===== config.mk =====
export PLATFORM = sky130hd
export DESIGN_NAME = piso_stream_flat
export DESIGN_NICKNAME = d
export VERILOG_FILES = /design/src/rtl/piso_stream_if.sv /design/src/rtl/piso_stream.sv /design/src/flat_wrapper.sv
export SDC_FILE = /design/constraint.sdc
export NUM_CORES = 1
export LEC_CHECK = 0
export ABC_AREA = 1
export CAP_MARGIN = 25
export CORE_ASPECT_RATIO = 1.1
export CORE_MARGIN = 10
export CORE_UTILIZATION = 52
export CTS_CLUSTER_DIAMETER = 150
export DETAILED_ROUTE_END_ITERATION = 7
export PLACE_DENSITY_LB_ADDON = 0.05
export SYNTH_ARGS = -nofsm -noshare
export SYNTH_HDL_FRONTEND = slang
export SYNTH_SLANG_ARGS = --single-unit

===== constraint.sdc =====
create_clock -name clk -period 2.2 [get_ports clk]
set_clock_uncertainty 0.15 [all_clocks]
set_input_delay 0.33 -clock clk [delete_from_list [all_inputs] [get_ports clk]]
set_output_delay 0.33 -clock clk [all_outputs]
set_load 0.02 [all_outputs]

===== src/rtl/piso_stream_if.sv =====
// Load/serial-out bundle for piso_stream. The producer side (word source plus
// shift enable) uses the master modport; the serialiser uses the slave modport.
interface piso_stream_if #(
   parameter int unsigned WIDTH = 8
);
   logic             load_valid;
   logic             load_ready;
   logic [WIDTH-1:0] pin;
   logic             shift_en;
   logic             sout;
   logic             sout_valid;
   logic             last;
   logic             busy;

   modport master (
      output load_valid,
      output pin,
      output shift_en,
      input  load_ready,
      input  sout,
      input  sout_valid,
      input  last,
      input  busy
   );

   modport slave (
      input  load_valid,
      input  pin,
      input  shift_en,
      output load_ready,
      output sout,
      output sout_valid,
      output last,
      output busy
   );
endinterface


===== src/rtl/piso_stream.sv =====
// Parallel-in/serial-out shift register with a valid/ready load handshake,
// shift stall, selectable bit order and framing outputs. A new word may be
// accepted on the same edge that retires the final bit, so consecutive words
// stream with no gap. The interface WIDTH must match this module's WIDTH.
module piso_stream #(
   parameter int unsigned WIDTH      = 8,
   parameter bit          MSB_FIRST  = 1'b1,
   parameter logic        IDLE_LEVEL = 1'b0
) (
   input logic         clk,
   input logic         rst,
   piso_stream_if.slave link
);
   localparam int unsigned CW = $clog2(WIDTH);
   localparam logic [CW-1:0] CNT_MAX = CW'(WIDTH - 1);

   typedef enum logic {StIdle, StShift} state_t;

   state_t           state_q, state_d;
   logic [WIDTH-1:0] sreg_q, sreg_d, sreg_shifted;
   logic [CW-1:0]    cnt_q, cnt_d;
   logic             sout_q, sout_valid_q, last_q;
   logic             accept;
   logic             next_bit;

   // Ready whenever idle, or when the final bit leaves at this very edge.
   assign link.load_ready = !rst && ((state_q == StIdle) || (last_q && link.shift_en));
   assign accept          = link.load_valid && link.load_ready;

   assign link.sout       = sout_q;
   assign link.sout_valid = sout_valid_q;
   assign link.last       = last_q;
   assign link.busy       = sout_valid_q;

   // Shift toward the output end with zero fill.
   always_comb begin
      sreg_shifted = '0;
      if (MSB_FIRST) begin
         sreg_shifted = {sreg_q[WIDTH-2:0], 1'b0};
      end else begin
         sreg_shifted = {1'b0, sreg_q[WIDTH-1:1]};
      end
   end

   // Next-state for state, shift register and bit counter.
   always_comb begin
      state_d = state_q;
      sreg_d  = sreg_q;
      cnt_d   = cnt_q;
      unique case (state_q)
         StIdle: begin
            if (accept) begin
               sreg_d  = link.pin;
               cnt_d   = '0;
               state_d = StShift;
            end
         end
         StShift: begin
            if (link.shift_en) begin
               if (cnt_q == CNT_MAX) begin
                  if (accept) begin
                     sreg_d = link.pin;
                  end else begin
                     sreg_d  = '0;
                     state_d = StIdle;
                  end
                  cnt_d = '0;
               end else begin
                  sreg_d = sreg_shifted;
                  cnt_d  = cnt_q + CW'(1);
               end
            end
         end
         default: state_d = StIdle;
      endcase
   end

   // Bit that will be presented once sreg_d is registered.
   always_comb begin
      next_bit = MSB_FIRST ? sreg_d[WIDTH-1] : sreg_d[0];
   end

   // State registers plus registered outputs derived from the next state.
   always_ff @(posedge clk) begin
      if (rst) begin
         state_q      <= StIdle;
         sreg_q       <= '0;
         cnt_q        <= '0;
         sout_q       <= IDLE_LEVEL;
         sout_valid_q <= 1'b0;
         last_q       <= 1'b0;
      end else begin
         state_q      <= state_d;
         sreg_q       <= sreg_d;
         cnt_q        <= cnt_d;
         sout_q       <= (state_d == StShift) ? next_bit : IDLE_LEVEL;
         sout_valid_q <= (state_d == StShift);
         last_q       <= (state_d == StShift) && (cnt_d == CNT_MAX);
      end
   end
endmodule


===== src/flat_wrapper.sv =====
// flat-port wrapper written by rule: the top's interface ports become plain ports
module piso_stream_flat 
#(
   parameter int unsigned WIDTH      = 8,
   parameter bit          MSB_FIRST  = 1'b1,
   parameter logic        IDLE_LEVEL = 1'b0
)
  (clk, rst, link_load_valid, link_pin, link_shift_en, link_load_ready, link_sout, link_sout_valid, link_last, link_busy);
  piso_stream_if #(.WIDTH(WIDTH)) link_i ();
  input logic clk;
  input logic rst;
  input wire logic [$bits(link_i.load_valid)-1:0] link_load_valid;
  input wire logic [$bits(link_i.pin)-1:0] link_pin;
  input wire logic [$bits(link_i.shift_en)-1:0] link_shift_en;
  output wire logic [$bits(link_i.load_ready)-1:0] link_load_ready;
  output wire logic [$bits(link_i.sout)-1:0] link_sout;
  output wire logic [$bits(link_i.sout_valid)-1:0] link_sout_valid;
  output wire logic [$bits(link_i.last)-1:0] link_last;
  output wire logic [$bits(link_i.busy)-1:0] link_busy;
  assign link_i.load_valid = link_load_valid;
  assign link_i.pin = link_pin;
  assign link_i.shift_en = link_shift_en;
  assign link_load_ready = link_i.load_ready;
  assign link_sout = link_i.sout;
  assign link_sout_valid = link_i.sout_valid;
  assign link_last = link_i.last;
  assign link_busy = link_i.busy;
  piso_stream #(.WIDTH(WIDTH), .MSB_FIRST(MSB_FIRST), .IDLE_LEVEL(IDLE_LEVEL)) u_core (.clk(clk), .rst(rst), .link(link_i));
endmodule

==> impl_metrics.yaml, run 1 <==
status:
  status: "finished, final reports clean"
global_route:
  grt_max_degree: 16
  antenna_found_initial: 0
  grt_pass1_vias: 831
  grt-ovfl-total: 0
  gr-usage-all-layers_pct: 12.7
  grt_first_pass_wirelength_um: 3590
route:
  num_vias: 870
  wl_per_cell_um: 13.9
  drtIter0Drc: 31
  via_per_inst: 5.58
  detail-route-antenna-nets: 0
  dr.pass1.iters: 4
  drc: 0
  wl_um: 2170
clocking:
  numCtsBuffers: 3
  hold_buffers: 0
  cts_sinks: 14
  clk_latency_ns: 0.29
  cts_resized: 0
  cts.clk_slew.worst_paths_ns: 0.09
  cts_max_level: 1
  root_buffer: "clkbuf_4"
  clk_path_buf_depth: 2
  cts_tree: "done"
  postCtsSetupBuffers: 0
flow_run:
  maxCapViolations: 0
die:
  die_height_um: 61.4
  row_count: 14
  die_area_um2: 3540
  ios: 17
  fp.coreArea_um2: 1420
  initial_core_util_pct: 57.1
  die_w_um: 57.7
worst_setup_path:
  required_ns: 1.72
  reg2reg_slack_ns: 0.38
  path_class: "input port to output port"
  critPathSlowestCell: "clkdlybuf4s50_1"
  path_max_fanout: 2
  critPathArrivalTime_ns: 1.63
  crit_buf_inv: 2
  critPathMostFrequentCell: "clkdlybuf4s50_1"
  cp_top_family: "buffers and inverters"
  cp-start-kind: "input port"
  cpPeakStageDelay_ns: 0.62
  crit_path_end_kind: "output port"
  crit_chain: "clkdlybuf4s50_1 > nand2_2 > a21oi_1 > clkdlybuf4s50_1"
logic_synthesis:
  ys_seq_area_share_pct: 34.6
  yosysTopAreaCell: "dfxtp_1"
  async_flop_share_pct: 0
  ys_warn_count: 0
  synthDominantCellAreaShare_pct: 34.6
  synth_edf_count: 0
  synth_area_leaders: "dfxtp_1, nand2_1, nor2_1"
  synth.most_common_cell: "nand2_1"
  avgSynthCellArea_um2: 6.70
  syn_inst: 121
  synthTopCellsByCount: "nand2_1, nor2_1, dfxtp_1, o21ai_0, a21oi_1"
  netlist_area_um2: 811
  ys_seq_elements: 14
  synthFlopType: "dfxtp_1"
  synth.distinct_cells: 22
  syn-num-nets: 135
sta:
  relSlewSlack_pct: 64.9
  setup_tns_ns: 0
  final-hold-violation-count: 0
  setup_viol: 0
  period_minus_slack_ns: 2.11
  maxSlewViolCount: 0
  fin_crit_sh_pct: 95.7
  rsz0062_at_grt: "no"
  worst_pin_slew_ns: 0.526
  max_freq_ghz: 0.475
cells_and_area:
  num_antenna_cells: 0
  syn2layout_area_growth_pct: 26.9
  final_nets: 155
  drive_above_1_share_pct: 14.3
placement:
  io_buffers: 16
  dp_hpwl_um: 1500
  place_congestion: 0.823
pwr:
  pwr-share-comb_pct: 23.9
  p_per_area_nw_per_um2: 613
  fin_total_pwr_mw: 0.630
  p_sw_mw: 0.190
  max-vdd-ir-drop_v: 0.000394
  pwr-share-seq_pct: 45.8
  clkPwrFrac_pct: 30.4
  switching_share_pct: 30.2
  leakagePower_nw: 0.405
  internal_power_mw: 0.440
worst_hold_path:
  hold_path_class: "flop to flop"
[sequential cells by signal (all words and copies together), names as in the netlist]
name and flops:
u_core.link.last 1, u_core.link.sout 1, u_core.cnt_q 3, u_core.state_q 1, u_core.sreg_q 8
[cells in the final DEF, fill, tap and decap left out, drive strengths merged]
cell,n
dfxtp,14
inv,8
nand4,6
o21bai,1
nor3,1
clkbuf,4
o21ai,13
and2,1
clkdlybuf4s50,16
nand3,5
a21boi,1
a21oi,12
ha,2
nor2,19
buf,4
nand2,33
[per-layer routing]
layer | vias to the layer above | global-route usage, % | wire (um)
li1 | 440 | - | -
met1 | 400 | 13.8 | 916
met2 | 26 | 21.8 | 1100
met3 | 4 | 4.53 | 132
met4 | 0 | 6.38 | 19
met5 | - | 0 | 0
[through the flow]
step	util (%)	hold WS [ns]	worst slack [ns]	area [um2]	std cells
after detailed placement	69.9	0.329	0.0871	992	152
after global placement	69.9	0.328	0.107	992	152
after floorplan	-	0.249	0.734	811	121
after global routing	72.5	0.353	0.0408	1030	156
final	72.5	0.341	0.0940	1030	156
after CTS	72.5	0.342	0.0853	1030	156
[cell type report]
class,instances,area [um2]
Multi-Input combinational cell,94,472
Clock buffer,4,36.3
Timing Repair Buffer,20,190
Inverter,8,30.0
Tap cell,16,20.0
Fill cell,121,390
Sequential cell,14,280
[power by group through the flow]
stage          combinational, mW  clock, mW  sequential (mW)
5_1_grt                    0.167      0.207            0.292
3_5_place_dp               0.148          0            0.294
3_3_place_gp               0.144          0            0.293
4_1_cts                    0.150      0.193            0.288
6_report                   0.151      0.191            0.288
2_1_floorplan             0.0892          0            0.294
[path summary, 6_finish.rpt]
kind	start	to	cells past startpoint
setup / recovery	link_shift_en	link_load_ready	4
hold / removal	u_core.sreg_q[0]$_SDFFE_PP0P_	u_core.sreg_q[0]$_SDFFE_PP0P_	2
setup reg to reg	u_core.cnt_q[0]$_SDFF_PP0_	u_core.sreg_q[7]$_SDFF_PP0_	6
hold reg to reg	u_core.sreg_q[0]$_SDFFE_PP0P_	u_core.sreg_q[0]$_SDFFE_PP0P_	2
[cell families (layout without fill, tap and decap cells)]
logic type / Yosys count / count (layout) / synth area share, %
compound gates: 27 / 27 / 18.2
fa+ha+maj: 2 / 2 / 3.09
buf+inv: 13 / 32 / 7.25
flops: 14 / 14 / 34.6
simple gates: 65 / 65 / 36.9
[worst reg2reg max path: stages (launching register included)]
cell     delay, ns
dfxtp_1       0.37
ha_1          0.17
ha_1          0.49
a21oi_1       0.20
nor2_2        0.15
nand2_1       0.09
a21oi_1       0.15
Power figures use the tool's default switching activity.
==> run 2: changes to the inputs <==
ABC_AREA = not set   (was 1)
CORE_UTILIZATION = 33   (was 52)
SLEW_MARGIN = 10   (was not set)
==> impl_metrics.yaml, run 2 <==
cells_and_area:
  syn2layout_area_growth_pct: 29.5
  finalNonFillerCells: 129
  top_regs: "u_core.sreg_q x8, u_core.cnt_q x3"
  fillers: 220
  fin_util_pct: 45.8
  largest_register_ffs: 8
  drive_above_1_share_pct: 17.8
  num_antenna_cells: 0
  regMostFlops: "u_core.sreg_q"
  layout_commonest_cell: "clkdlybuf4s50_1"
  mostFrequentLayoutCells: "clkdlybuf4s50_1, dfxtp_1, o21ai_0, nand2_1, a31oi_1"
  final_nets: 116
route:
  drc: 0
  via_per_inst: 5.24
  detail-route-antenna-nets: 0
  drtIter0Drc: 41
  dr.pass1.iters: 4
  num_vias: 676
  wl_per_cell_um: 14.4
  wl_um: 1860
worst_hold_path:
  hold_path_class: "flop to flop"
  hold_end: "u_core.sreg_q[0]$_SDFFE_PP0P_"
  worst_hold_startpoint: "u_core.sreg_q[0]$_SDFFE_PP0P_"
  holdPathStages: 2
logic_synthesis:
  ys_seq_elements: 14
  yosysTopAreaCell: "dfxtp_1"
  synthFlopType: "dfxtp_1"
  synth_area_leaders: "dfxtp_1, o21ai_0, a31oi_1"
  avgSynthCellArea_um2: 8.90
  synth.distinct_cells: 28
  ys_seq_area_share_pct: 38.4
  synthTopCellsByCount: "dfxtp_1, o21ai_0, nand2_1, a31oi_1"
  netlist_area_um2: 729
  ys_warn_count: 0
  synthDominantCellAreaShare_pct: 38.4
  syn-num-nets: 96
  syn_inst: 82
  async_flop_share_pct: 0
  synth_edf_count: 0
  synth.most_common_cell: "dfxtp_1"
pwr:
  clkPwrFrac_pct: 32.3
  switching_share_pct: 25.8
  leakagePower_nw: 0.354
  fin_total_pwr_mw: 0.572
  max-vdd-ir-drop_v: 0.000325
  pwr-share-comb_pct: 18.7
  pwr-share-seq_pct: 49.1
  p_sw_mw: 0.148
  internal_power_mw: 0.424
  p_per_area_nw_per_um2: 605
die:
  fp.coreArea_um2: 2060
  initial_core_util_pct: 35.4
  ios: 17
  die_w_um: 64.8
  row_count: 17
  die_area_um2: 4490
  die_height_um: 69.3
worst_setup_path:
  cp-start-kind: "input port"
  reg2regPathDepth: 5
  path_max_fanout: 2
  reg2reg_slack_ns: 0.49
  path_class: "input port to output port"
  critPathArrivalTime_ns: 1.63
  r2r-start: "u_core.cnt_q[0]$_SDFF_PP0_"
  r2r_end: "u_core.link.last$_SDFF_PP0_"
  crit_path_end_kind: "output port"
  required_ns: 1.72
sta:
  worst_pin_slew_ns: 0.431
  hold_slack_ns: 0.321
  rsz0062_at_grt: "no"
  maxSlewViolCount: 0
  setup_viol: 0
  max_freq_ghz: 0.475
  setup_tns_ns: 0
  fin_crit_sh_pct: 95.7
  relSlewSlack_pct: 71.3
  final-hold-violation-count: 0
  period_minus_slack_ns: 2.11
clocking:
  cts.clk_slew.worst_paths_ns: 0.09
  cts_max_level: 1
  hold_buffers: 0
  clk_path_buf_depth: 2
  cts_tree: "done"
  cts_sinks: 14
  postCtsSetupBuffers: 0
  cts_resized: 0
  numCtsBuffers: 3
  root_buffer: "clkbuf_4"
  clk_latency_ns: 0.28
global_route:
  grt_first_pass_wirelength_um: 3310
  antenna_found_initial: 0
  grt_max_degree: 12
  gr-usage-all-layers_pct: 8.99
  grt_pass1_vias: 709
  grt-ovfl-total: 0
placement:
  dpl.cell_count: 125
  dp_hpwl_um: 1400
  place_congestion: 0.651
  io_buffers: 16
status:
  status: "finished, final reports clean"
flow_run:
  maxCapViolations: 0
run 2: area by class of cell:
type / count / area (um2) / area share (%)
Inverter: 2 / 7.51 / 0.795
Sequential cell: 14 / 280 / 29.7
Clock buffer: 4 / 36.3 / 3.84
Multi-Input combinational cell: 61 / 395 / 41.9
Timing Repair Buffer: 20 / 190 / 20.1
Tap cell: 28 / 35.0 / 3.71
run 2: how the worst max path moves through the flow:
stage | slack (ns) | end | startpoint | cells after the start
global route | 0.02 | link_load_ready | link_shift_en | 4
detailed placement | 0.08 | link_load_ready | link_shift_en | 4
global placement | 0.07 | link_load_ready | link_shift_en | 4
CTS | 0.07 | link_load_ready | link_shift_en | 4
floorplan | 0.55 | u_core.link.sout$_SDFF_PP0_ | u_core.cnt_q[0]$_SDFF_PP0_ | 6
finish | 0.09 | link_load_ready | link_shift_en | 4
run 2: worst max-delay path: stages:
cell and delay (ns):
clkdlybuf4s50_1 0.47, nand2_1 0.06, a21oi_1 0.14, clkdlybuf4s50_1 0.62
run 2: logic make-up after synthesis:
group                    count (synthesis)  share of synthesized area (%)
flip-flops                              14                           38.4
adder cells (fa/ha/maj)                  2                           3.43
AND/OR/NAND/NOR                         24                           18.9
AO/OA/AOI/OAI                           32                           27.3
buffers and inverters                    7                           7.38
multiplexers                             3                           4.63
run 2: stage by stage:
step | cell area (um2) | setup WS (ns)
after global routing | 945 | 0.0189
after CTS | 945 | 0.0702
after floorplan | 729 | 0.552
after detailed placement | 908 | 0.0847
final | 945 | 0.0937
after global placement | 908 | 0.0672
run 2: routing by layer:
layer  GRT usage (%)  vias up  part of all wire, %
met5               0        -                    0
met4            4.25        0                 0.54
met3            2.42        2                  3.1
met2            14.8        6                   52
met1            10.3      321                   45
li1                -      347                    -
run 2: power by group through the flow:
stage / logic, mW / registers (mW) / clock network, mW
final: 0.107 / 0.281 / 0.185
after global routing: 0.118 / 0.283 / 0.209
after CTS: 0.108 / 0.281 / 0.192
after detailed placement: 0.108 / 0.286 / 0
after global placement: 0.108 / 0.286 / 0
after floorplan: 0.0626 / 0.287 / 0
==> run 3: changes to the inputs <==
SKIP_CTS_REPAIR_TIMING = 1   (was not set)
==> results of run 3 <==
Final layout, timing and power as in run 2 (identical DEF).
